$ cat config.mk
export PLATFORM = sky130hd
export DESIGN_NAME = cmd_receiver
export DESIGN_NICKNAME = d
export VERILOG_FILES = /design/src/rtl/cmd_pkg.sv /design/src/rtl/byte_timeout_tmr.sv /design/src/rtl/cmd_receiver.sv
export SDC_FILE = /design/constraint.sdc
export NUM_CORES = 1
export LEC_CHECK = 0
export CAP_MARGIN = 20
export CORE_MARGIN = 2
export CORE_UTILIZATION = 52
export CTS_CLUSTER_SIZE = 24
export DETAILED_ROUTE_END_ITERATION = 6
export GPL_ROUTABILITY_DRIVEN = 1
export PLACE_DENSITY = 0.78
export SETUP_SLACK_MARGIN = 0.1
export SLEW_MARGIN = 20
export SYNTH_ARGS = -nofsm -noshare
export SYNTH_HDL_FRONTEND = slang
export SYNTH_SLANG_ARGS = --single-unit
export TNS_END_PERCENT = 10
$ cat constraint.sdc
create_clock -name clk -period 1.9 [get_ports clk]
set_input_delay 0.38 -clock clk [delete_from_list [all_inputs] [get_ports clk]]
set_output_delay 0.38 -clock clk [all_outputs]
set_load 0.02 [all_outputs]
$ cat src/rtl/cmd_pkg.sv
// Shared types and constants for the command receiver: FSM states, command width,
// default inter-byte timeout and the frame checksum rule.
package cmd_pkg;

  localparam int unsigned CMD_W           = 16;
  localparam logic [15:0] TIMEOUT_CYC_DEF = 16'd50000;

  typedef enum logic [1:0] {
    WAIT_HI = 2'd0,
    WAIT_LO = 2'd1,
    WAIT_CK = 2'd2
  } state_t;

  // Checksum byte a sender appends to a frame: bitwise inverse of the 8-bit byte sum.
  function automatic logic [7:0] chksum(input logic [7:0] hi, input logic [7:0] lo);
    logic [7:0] sum;
    sum = hi + lo;
    return ~sum;
  endfunction

endpackage

$ cat src/rtl/byte_timeout_tmr.sv
// Saturating inter-byte timer: counts enabled cycles since the last clear and flags
// the cycle in which the count sits on the terminal value.
module byte_timeout_tmr #(
  parameter int unsigned      TMR_W    = 16,
  parameter logic [TMR_W-1:0] TERM_CNT = '1
) (
  input  logic clk,
  input  logic rst,
  input  logic clear,
  input  logic enable,
  output logic done
);

  logic [TMR_W-1:0] cnt_q, cnt_d;

  always_comb begin
    cnt_d = cnt_q;
    if (clear) begin
      cnt_d = '0;
    end else if (enable && (cnt_q != '1)) begin
      cnt_d = cnt_q + TMR_W'(1);
    end
  end

  always_ff @(posedge clk) begin
    if (rst) begin
      cnt_q <= '0;
    end else begin
      cnt_q <= cnt_d;
    end
  end

  assign done = (cnt_q == TERM_CNT);

endmodule

$ cat src/rtl/cmd_receiver.sv
// cmd_receiver: rebuilds 16-bit commands (high byte, then low byte) from a UART byte stream.
// Define CMD_CHKSUM_EN to require a third byte ~(hi+lo) per frame, checked before delivery.
module cmd_receiver
  import cmd_pkg::*;
#(
  parameter int unsigned      TMR_W       = 16,
  parameter logic [TMR_W-1:0] TIMEOUT_CYC = TMR_W'(TIMEOUT_CYC_DEF)
) (
  input  logic             clk,
  input  logic             rst,
  input  logic             rx_rdy,
  input  logic [7:0]       rx_data,
  output logic             clr_rx_rdy,
  input  logic             clr_cmd_rdy,
  output logic [CMD_W-1:0] cmd,
  output logic             cmd_rdy,
  output logic             cmd_ovr,
  output logic             frm_err
);

  state_t             state_q, state_d;
  logic [7:0]         hi_q, hi_d;
  logic [CMD_W-1:0]   cmd_q, cmd_d;
  logic               cmd_rdy_q, cmd_rdy_d;
  logic               cmd_ovr_q, cmd_ovr_d;
  logic               frm_err_q, frm_err_d;
  logic               accept, complete, tmr_done;
`ifdef CMD_CHKSUM_EN
  logic [7:0]         lo_q, lo_d;
`endif

`ifdef CMD_CHKSUM_EN
  assign accept = rx_rdy && (state_q == WAIT_HI || state_q == WAIT_LO || state_q == WAIT_CK);
`else
  assign accept = rx_rdy && (state_q == WAIT_HI || state_q == WAIT_LO);
`endif
  assign clr_rx_rdy = accept;

  // Counts idle cycles since the last accepted byte; only meaningful mid-frame.
  byte_timeout_tmr #(
    .TMR_W   (TMR_W),
    .TERM_CNT(TIMEOUT_CYC - TMR_W'(1))
  ) u_tmr (
    .clk   (clk),
    .rst   (rst),
    .clear (accept),
    .enable(!rx_rdy && (state_q != WAIT_HI)),
    .done  (tmr_done)
  );

  always_comb begin
    // NOTE: every signal assigned here gets a default first, so no path can infer a latch.
    state_d   = state_q;
    hi_d      = hi_q;
    cmd_d     = cmd_q;
    frm_err_d = 1'b0;
    complete  = 1'b0;
`ifdef CMD_CHKSUM_EN
    lo_d      = lo_q;
`endif
    case (state_q)
      WAIT_HI: begin
        if (accept) begin
          hi_d    = rx_data;
          state_d = WAIT_LO;
        end
      end
      WAIT_LO: begin
        if (accept) begin
`ifdef CMD_CHKSUM_EN
          lo_d     = rx_data;
          state_d  = WAIT_CK;
`else
          cmd_d    = {hi_q, rx_data};
          complete = 1'b1;
          state_d  = WAIT_HI;
`endif
        end else if (tmr_done) begin
          frm_err_d = 1'b1;
          state_d   = WAIT_HI;
        end
      end
`ifdef CMD_CHKSUM_EN
      WAIT_CK: begin
        if (accept) begin
          if (rx_data == chksum(hi_q, lo_q)) begin
            cmd_d    = {hi_q, lo_q};
            complete = 1'b1;
          end else begin
            frm_err_d = 1'b1;
          end
          state_d = WAIT_HI;
        end else if (tmr_done) begin
          frm_err_d = 1'b1;
          state_d   = WAIT_HI;
        end
      end
`endif
      default: state_d = WAIT_HI;
    endcase

    // A completion always wins over an acknowledge arriving in the same cycle.
    cmd_rdy_d = complete || (cmd_rdy_q && !clr_cmd_rdy);
    if (complete && cmd_rdy_q && !clr_cmd_rdy) begin
      cmd_ovr_d = 1'b1;
    end else if (clr_cmd_rdy) begin
      cmd_ovr_d = 1'b0;
    end else begin
      cmd_ovr_d = cmd_ovr_q;
    end
  end

  // NOTE: registers use non-blocking assignments so every flop samples pre-edge values.
  always_ff @(posedge clk) begin
    if (rst) begin
      state_q   <= WAIT_HI;
      hi_q      <= '0;
      cmd_q     <= '0;
      cmd_rdy_q <= 1'b0;
      cmd_ovr_q <= 1'b0;
      frm_err_q <= 1'b0;
`ifdef CMD_CHKSUM_EN
      lo_q      <= '0;
`endif
    end else begin
      state_q   <= state_d;
      hi_q      <= hi_d;
      cmd_q     <= cmd_d;
      cmd_rdy_q <= cmd_rdy_d;
      cmd_ovr_q <= cmd_ovr_d;
      frm_err_q <= frm_err_d;
`ifdef CMD_CHKSUM_EN
      lo_q      <= lo_d;
`endif
    end
  end

  assign cmd     = cmd_q;
  assign cmd_rdy = cmd_rdy_q;
  assign cmd_ovr = cmd_ovr_q;
  assign frm_err = frm_err_q;

endmodule

==> results.yml, run 1 <==
global_routing:
  grt_max_degree: 18
  grt_pass1_vias: 1570
  grt_pass1_wl_mm: 7.307
  grt_use_total_pct: 22.00
  overflow: 0
  antenna_found_initial: 0
layout:
  final_common_cell: "nand2_1"
  final_cell_mix: "nand2_1 (53), dfxtp_1 (44), a21oi_1 (34), clkdlybuf4s50_1 (30), buf_4 (19)"
  final_area_um2: 2466
  fin_cells: 311
  nets: 275
  n_antenna_cell: 0
  drive_above_1_share_pct: 14.07
  syn2layout_area_growth_pct: 28.66
synth:
  synth_fa_ha_area_share_pct: 0.6527
  ys_seq_area_share_pct: 45.95
  synth_fp_nets: 231
  synth-simple-area-share_pct: 29.37
  synthArstFlopShare_pct: 0
  synth_mux_area_share_pct: 0.5222
  synth_compound_area_share_pct: 18.60
  synth_enable_flop_cells: 0
  ys_warn_count: 0
  synthCells: 218
  ys_ff_latch: 44
  synth_top_family_by_area: "simple AND/OR/NAND/NOR gates"
  synthXorXnorAreaFrac_pct: 0.9138
  synth_flop_cell: "dfxtp_1"
  synth.avg_cell_area_um2: 8.793
  yosys.cell_types.count: 45
  netlist_area_um2: 1917
worst_hold_path:
  whs_path_depth: 2
  hold_path_class: "reg2reg"
  hp-start: "cmd[10]"
sta:
  fin_crit_sh_pct: 93.07
  hold_viol: 0
  tns_ps: 0
  maxSlewViolCount: 0
  fin_ws_ps: 131.7
  relSlewSlack_pct: 73.49
  setup-violations-final: 0
  layout_min_cycle_time_ps: 1768
  tightest_slew_ps: 396.2
  skew_ps: 5.682
  rsz0062_at_grt: "yes"
  fmax_mhz: 565.5
worst_setup_path:
  required_ps: 2130
  r2r-end: "state_q[0]"
  worstPathArrival_ps: 2000
  startpoint_type: "input pin"
  reg2reg_depth: 4
  regToRegStartpoint: "u_tmr.cnt_q[13]"
  worstPathCellList: "clkdlybuf4s50_1 -> and4b_4 -> nand3_2 -> or4_1 -> a21oi_1"
  startpoint: "rx_rdy"
  critPathKind: "in2reg"
  critPathCapture: "u_tmr.cnt_q[11]"
  cp_slowest_cell: "or4_1"
  end_kind: "flip-flop"
  worst_path_largest_cell_delay_ps: 520
  crit_fanout: 11
  ff2ff_setup_slack_ps: 150
placed_design:
  post-place-ws_ps: -156.6
  place_inst: 303
  numPortBuffers: 31
  place_area_um2: 2365
  gp_congestion: 0.8048
  hpwlAfterDp_mm: 2.987
clock_network:
  cts_tree: "yes"
  clockRootBuffer: "clkbuf_8"
  clkTransAtPathRegs_ps: 80
  ctsLongestPathBuffers: 2
  tritoncts.num_buffers: 5
  h-tree-depth: 2
  clk_latency_ps: 290
  cts.sinks: 44
floorplanning:
  fp.coreArea_um2: 3606
  die_h_um: 64.72
  rows: 22
  start_util_pct: 53.16
  die_area_um2: 4188
  fp.dieW_um: 64.72
  ioPinCount: 32
power_and_ir_drop:
  total_power_uw: 1707
  peakVddDrop_mv: 0.6068
  power.leakage_uw: 0.0008758
  powerDensity_nw_per_um2: 692.3
detailed_routing:
  drt_iter0_markers: 89
  vias_per_cell: 5.598
  totalWireLength_mm: 4.159
  ant_nets: 0
  num_vias: 1741
  drt_first_pass_iters: 4
  drc: 0
  wl_per_cell_um: 13.37
flow_run:
  maxCapViolations: 0
status:
  outcome: "finished clean"
==> how the worst min path moves through the flow <==
stage                   end  slack (ps)
finish              cmd[10]         450
CTS                 cmd[13]         460
global route        cmd[15]         480
global placement    cmd[13]         440
floorplan           cmd[10]         430
detailed placement  cmd[13]         450
==> per-layer routing <==
metal | global-route usage (%) | share of wire, % | vias to the layer above
met5 | 0 | 0 | -
met4 | 5.585 | 1.1 | 0
met2 | 33.76 | 49 | 47
met3 | 5.035 | 5.6 | 7
met1 | 31.24 | 45 | 819
li1 | - | - | 868
==> where the power goes <==
part / leakage, uW / switching [uW] / internal, uW
sequential: 0.000357 / 10.6 / 943
clock: 0.0000445 / 301 / 295
combinational: 0.000475 / 83.4 / 74.5
total: 0.000876 / 395 / 1310
==> sequential cells by signal, summed over array words and instances (netlist names) <==
register	cells
cmd_ovr	1
cmd	16
hi_q	8
u_tmr.cnt_q	16
cmd_rdy	1
state_q	1
frm_err	1
==> critical path: cells and delay by family <==
| kind | cells | cell delay [ps] |
|---|---|---|
| AO/OA/AOI/OAI | 1 | 140 |
| AND/OR/NAND/NOR | 3 | 1050 |
| buffers and inverters | 1 | 420 |
==> logic make-up after synthesis <==
kind of cell	count (synthesis)
compound gates	55
xor+xnor	2
fa+ha+maj	1
buf+inv	16
flops	44
mux	1
simple gates	99
==> cell type report <==
class	instances	area (um2)
Fill cell	295	1140
Multi-Input combinational cell	158	968.4
Sequential cell	44	880.8
Timing Repair Buffer	50	451.7
Clock buffer	7	86.33
Tap cell	48	60.06
Inverter	3	11.26
Clock inverter	1	7.507
==> cell usage after synthesis (2+ instances only) <==
library cell	n	area share, %
nor2_1	5	0.98
o31ai_1	3	1.2
nor4_4	2	2.2
a21oi_1	34	8.9
clkbuf_1	9	1.8
nand3_1	4	1.0
nor4_1	2	0.65
and3_1	2	0.65
nand2_1	53	10
o21ai_1	2	0.52
inv_1	3	0.59
o21ai_0	5	1.3
nor3_1	2	0.52
or3_1	5	1.6
or4_1	4	1.6
o41ai_1	3	1.4
nand4_4	2	2.2
buf_4	2	0.78
nor2b_1	2	0.65
nand4_1	2	0.65
nand2b_1	3	0.98
dfxtp_1	44	46
o311ai_0	3	1.4
==> stage by stage <==
step | utilization [%] | hold slack [ps]
2_1_floorplan | - | 432.1
3_3_place_gp | 65.58 | 437.8
3_5_place_dp | 65.58 | 445.5
4_1_cts | 68.15 | 456.6
5_1_grt | 68.39 | 475.2
6_report | 68.39 | 454.1
==> timing repair <==
| action | 4_1_cts | 5_1_grt |
|---|---|---|
| buffers inserted | 0 | 0 |
| pin swaps | 0 | 0 |
| hold buffers | 0 | 0 |
| endpoints found under the setup margin | 1 | 9 |
| gates resized for setup | 1 | 1 |
(Power assumes the default switching activity.)
==> run 2: changes to the inputs <==
Settings changed: CORE_UTILIZATION 52 to 54, CTS_BUF_LIST set to sky130_fd_sc_hd__clkbuf_4 sky130_fd_sc_hd__clkbuf_8, PLACE_DENSITY 0.78 to 0.81.
==> results.yml, run 2 (synthesized netlist as in run 1, its figures left out) <==
clock_network:
  ctsLongestPathBuffers: 2
  clockRootBuffer: "clkbuf_4"
  h-tree-depth: 2
  cts_tree: "yes"
  cts.sinks: 44
  clk_latency_ps: 360
  clkTransAtPathRegs_ps: 120
  holdBufCountCts: 0
  tritoncts.num_buffers: 5
  cts_resized: 1
  post-cts-setup-buffers: 0
layout:
  final_cell_mix: "nand2_1 (53), dfxtp_1 (43), a21oi_1 (34), clkdlybuf4s50_1 (30), buf_4 (18)"
  seqCellArea_um2: 882.1
  drive_above_1_share_pct: 14.89
  multiInputGateArea_um2: 965.9
  final_common_cell: "nand2_1"
  fill_cells: 280
  syn2layout_area_growth_pct: 26.63
  final_util_pct: 72.17
  nets: 274
  n_antenna_cell: 0
power_and_ir_drop:
  seqPwrFrac_pct: 59.7
  intPower_uw: 1197
  powerDensity_nw_per_um2: 658.6
  peakVddDrop_mv: 0.5019
  power.leakage_uw: 0.0008494
  p_sw_uw: 401.5
  power_frac_clock_pct: 30.6
  p_sw_share_pct: 25.11
  comb_power_share_pct: 9.7
detailed_routing:
  vias_per_cell: 5.649
  top_layer: "met4"
  num_vias: 1740
  totalWireLength_mm: 4.265
  met2_length_mm: 2.002
  drc: 0
  wl_per_cell_um: 13.85
  met1Wirelength_mm: 1.912
  ant_nets: 0
  drt_iter0_markers: 109
  drt_first_pass_iters: 4
  wl_met3_um: 288
sta:
  setup-violations-final: 0
  hold_viol: 0
  relSlewSlack_pct: 71.31
  fmax_mhz: 579.7
  fin_crit_sh_pct: 90.79
  rsz0062_at_grt: "yes"
  layout_min_cycle_time_ps: 1725
  maxSlewViolCount: 0
  skew_ps: 8.368
  tns_ps: 0
  tightest_slew_ps: 426.4
  whs_ps: 464.0
global_routing:
  overflow: 0
  grt_pass1_vias: 1650
  grt_pass1_wl_mm: 7.500
  grt_max_degree: 28
  grt_use_total_pct: 23.43
  antenna_found_initial: 0
flow_run:
  maxCapViolations: 0
placed_design:
  gp_congestion: 0.8300
  hpwlAfterDp_mm: 3.004
  numPortBuffers: 31
floorplanning:
  fp.coreArea_um2: 3363
  die_area_um2: 4042
  ioPinCount: 32
  start_util_pct: 56.99
  fp.dieW_um: 63.58
  rows: 21
  die_h_um: 63.58
worst_setup_path:
  crit_fanout: 7
  worstPathArrival_ps: 1990
  end_kind: "flip-flop"
  required_ps: 2170
  startpoint_type: "flip-flop"
  critPathKind: "reg2reg"
status:
  outcome: "finished clean"
worst_hold_path:
  hold_path_class: "reg2reg"
## run 2: cell count changes in the layout (fill, tap and decap cells not counted), sizes merged
cell / change
buf: -1
clkbuf: -1
clkinvlp: +1
## run 2: final timing paths
check,end,slack [ps],start,cells past startpoint
worst min register to register,hi_q[0],460,hi_q[0],2
worst min-delay path,hi_q[0],460,hi_q[0],2
worst max-delay path,u_tmr.cnt_q[0],170,u_tmr.cnt_q[13],5
worst max register to register,u_tmr.cnt_q[0],170,u_tmr.cnt_q[13],5
## run 2: final cells by class
cell class                 count  share of cell area, %
tap                           46                  2.371
multi-input combinational    158                  39.79
clock buffer                   6                  2.113
timing repair buffer          49                  18.30
inverter                       3                 0.4639
sequential                    44                  36.34
clock inverter                 2                 0.6186
## run 2: worst max-delay path: stages (launching register included)
cell and delay, ps:
dfxtp_1 490, nand4_2 330, o41ai_4 420, buf_4 190, xor2_1 150, nor2_1 50
## run 2: routing by layer
layer	GRT usage (%)	up-vias
met4	8.967	0
met1	32.21	818
met3	5.536	6
li1	-	867
met5	0	-
met2	35.53	49
## run 2: stage by stage
| stage | setup slack (ps) | instances | total power (uW) | area [um2] |
|---|---|---|---|---|
| floorplan | 304.3 | 218 | 1055 | 1917 |
| global placement | -125.0 | 300 | 1128 | 2355 |
| detailed placement | -151.0 | 300 | 1131 | 2355 |
| CTS | 123.2 | 308 | 1615 | 2420 |
| global route | 24.91 | 308 | 1674 | 2427 |
| finish | 175.0 | 308 | 1599 | 2427 |
## run 2: power by group through the flow
stage                     registers, uW  clock network (uW)  logic (uW)
after CTS                           955                 504         155
after floorplan                     985                   0        69.9
after global routing                958                 545         171
after global placement              974                   0         154
after detailed placement            975                   0         156
final                               955                 489         155
==> run 3: changes to the inputs <==
Settings changed: CORE_UTILIZATION 54 to 45, PLACE_DENSITY 0.81 to 0.69, SLEW_MARGIN 20 to 30.
==> results.yml, run 3 (synthesized netlist as in run 1, its figures left out) <==
status:
  outcome: "finished clean"
placed_design:
  numPortBuffers: 31
  place_area_um2: 2360
  hpwlAfterDp_mm: 2.996
  gp_congestion: 0.8145
  place_inst: 304
layout:
  n_antenna_cell: 0
  final_common_cell: "nand2_1"
  fin_cells: 311
  final_cell_mix: "nand2_1 (53), dfxtp_1 (40), a21oi_1 (34), clkdlybuf4s50_1 (30), buf_4 (18)"
  drive_above_1_share_pct: 15.33
  syn2layout_area_growth_pct: 27.55
  nets: 274
  final_area_um2: 2445
clock_network:
  h-tree-depth: 2
  clockRootBuffer: "clkbuf_8"
  cts_resized: 1
  clkTransAtPathRegs_ps: 90
  cts_tree: "yes"
  cts.sinks: 44
  ctsLongestPathBuffers: 2
  post-cts-setup-buffers: 0
  tritoncts.num_buffers: 5
  holdBufCountCts: 0
  clk_latency_ps: 300
floorplanning:
  fp.dieW_um: 69.27
  rows: 23
  die_h_um: 69.27
  ioPinCount: 32
  die_area_um2: 4798
  start_util_pct: 47.24
  fp.coreArea_um2: 4058
power_and_ir_drop:
  comb_power_share_pct: 9.1
  total_power_uw: 1673
  p_sw_share_pct: 24.49
  power.leakage_uw: 0.0008602
  power_frac_clock_pct: 33.8
  intPower_uw: 1263
  peakVddDrop_mv: 0.4835
  p_sw_uw: 409.6
  seqPwrFrac_pct: 57.1
  powerDensity_nw_per_um2: 684.3
worst_setup_path:
  startpoint_type: "input pin"
  critPathKind: "in2reg"
  worstPathArrival_ps: 1990
  reg2reg_depth: 4
  end_kind: "flip-flop"
  r2r-end: "u_tmr.cnt_q[15]"
  regToRegStartpoint: "u_tmr.cnt_q[7]"
  crit_fanout: 9
  required_ps: 2140
  ff2ff_setup_slack_ps: 210
detailed_routing:
  ant_nets: 0
  drc: 0
  drt_iter0_markers: 94
  wl_per_cell_um: 13.74
  num_vias: 1669
  totalWireLength_mm: 4.272
  drt_first_pass_iters: 4
  vias_per_cell: 5.367
global_routing:
  grt_max_degree: 27
  grt_use_total_pct: 18.33
  antenna_found_initial: 0
  grt_pass1_vias: 1535
  overflow: 0
  grt_pass1_wl_mm: 7.086
sta:
  maxSlewViolCount: 0
  tightest_slew_ps: 402.5
  skew_ps: 10.19
  whs_ps: 455.0
  fmax_mhz: 569.9
  hold_viol: 0
  relSlewSlack_pct: 72.97
  setup-violations-final: 0
  rsz0062_at_grt: "yes"
  layout_min_cycle_time_ps: 1755
  fin_crit_sh_pct: 92.35
worst_hold_path:
  min_to: "cmd[11]"
  hold_path_class: "reg2reg"
  hp-start: "hi_q[3]"
  whs_path_depth: 2
flow_run:
  maxCapViolations: 0
-- run 3: cell count changes in the layout (fill, tap and decap cells not counted), sizes merged --
cell,delta
clkbuf,-1
clkinv,+1
clkinvlp,-1
-- run 3: worst max path at each step --
| stage | depth (start not counted) | start | slack (ps) | endpoint |
|---|---|---|---|---|
| global placement | 5 | rx_rdy | -100 | u_tmr.cnt_q[11] |
| finish | 5 | rx_rdy | 150 | u_tmr.cnt_q[9] |
| global route | 4 | u_tmr.cnt_q[12] | 90 | u_tmr.cnt_q[7] |
| CTS | 4 | u_tmr.cnt_q[5] | 110 | u_tmr.cnt_q[15] |
| detailed placement | 5 | rx_rdy | -140 | u_tmr.cnt_q[11] |
| floorplan | 5 | u_tmr.cnt_q[0] | 300 | u_tmr.cnt_q[9] |
-- run 3: final cells by class --
| type | count | area [um2] |
|---|---|---|
| clock buffers | 5 | 68.82 |
| clock inverters | 2 | 12.51 |
| fillers | 386 | 1613 |
| inverters | 3 | 11.26 |
| multi-input cells | 158 | 959.7 |
| flip-flops and latches | 44 | 885.9 |
| well taps | 50 | 62.56 |
| repair buffers | 49 | 444.2 |
-- run 3: power groups by stage --
stage	registers (uW)	clock network [uW]	logic, uW
floorplan	985	0	69.9
global placement	976	0	151
detailed placement	977	0	152
CTS	956	579	152
global route	958	623	166
finish	955	566	152
-- run 3: critical path: stages --
cell and delay [ps]:
clkdlybuf4s50_1 420, and4b_4 340, nand3_2 190, or4_1 510, a21oi_1 150
-- run 3: stage by stage --
step,utilization [%],setup TNS [ps],setup WS (ps)
6_report,60.25,0,145.3
5_1_grt,60.25,0,92.07
4_1_cts,60.13,0,108.5
3_5_place_dp,58.16,-481.7,-143.0
3_3_place_gp,58.16,-260.2,-97.99
2_1_floorplan,-,0,304.3
-- run 3: layer usage --
metal	part of all wire (%)	track usage [%]	vias to the layer above	routed length [um]
li1	-	-	867	-
met1	48	24.36	772	2057
met2	48	29.06	25	2041
met3	2.7	4.360	5	117
met4	1.3	6.536	0	55
met5	0	0	-	0
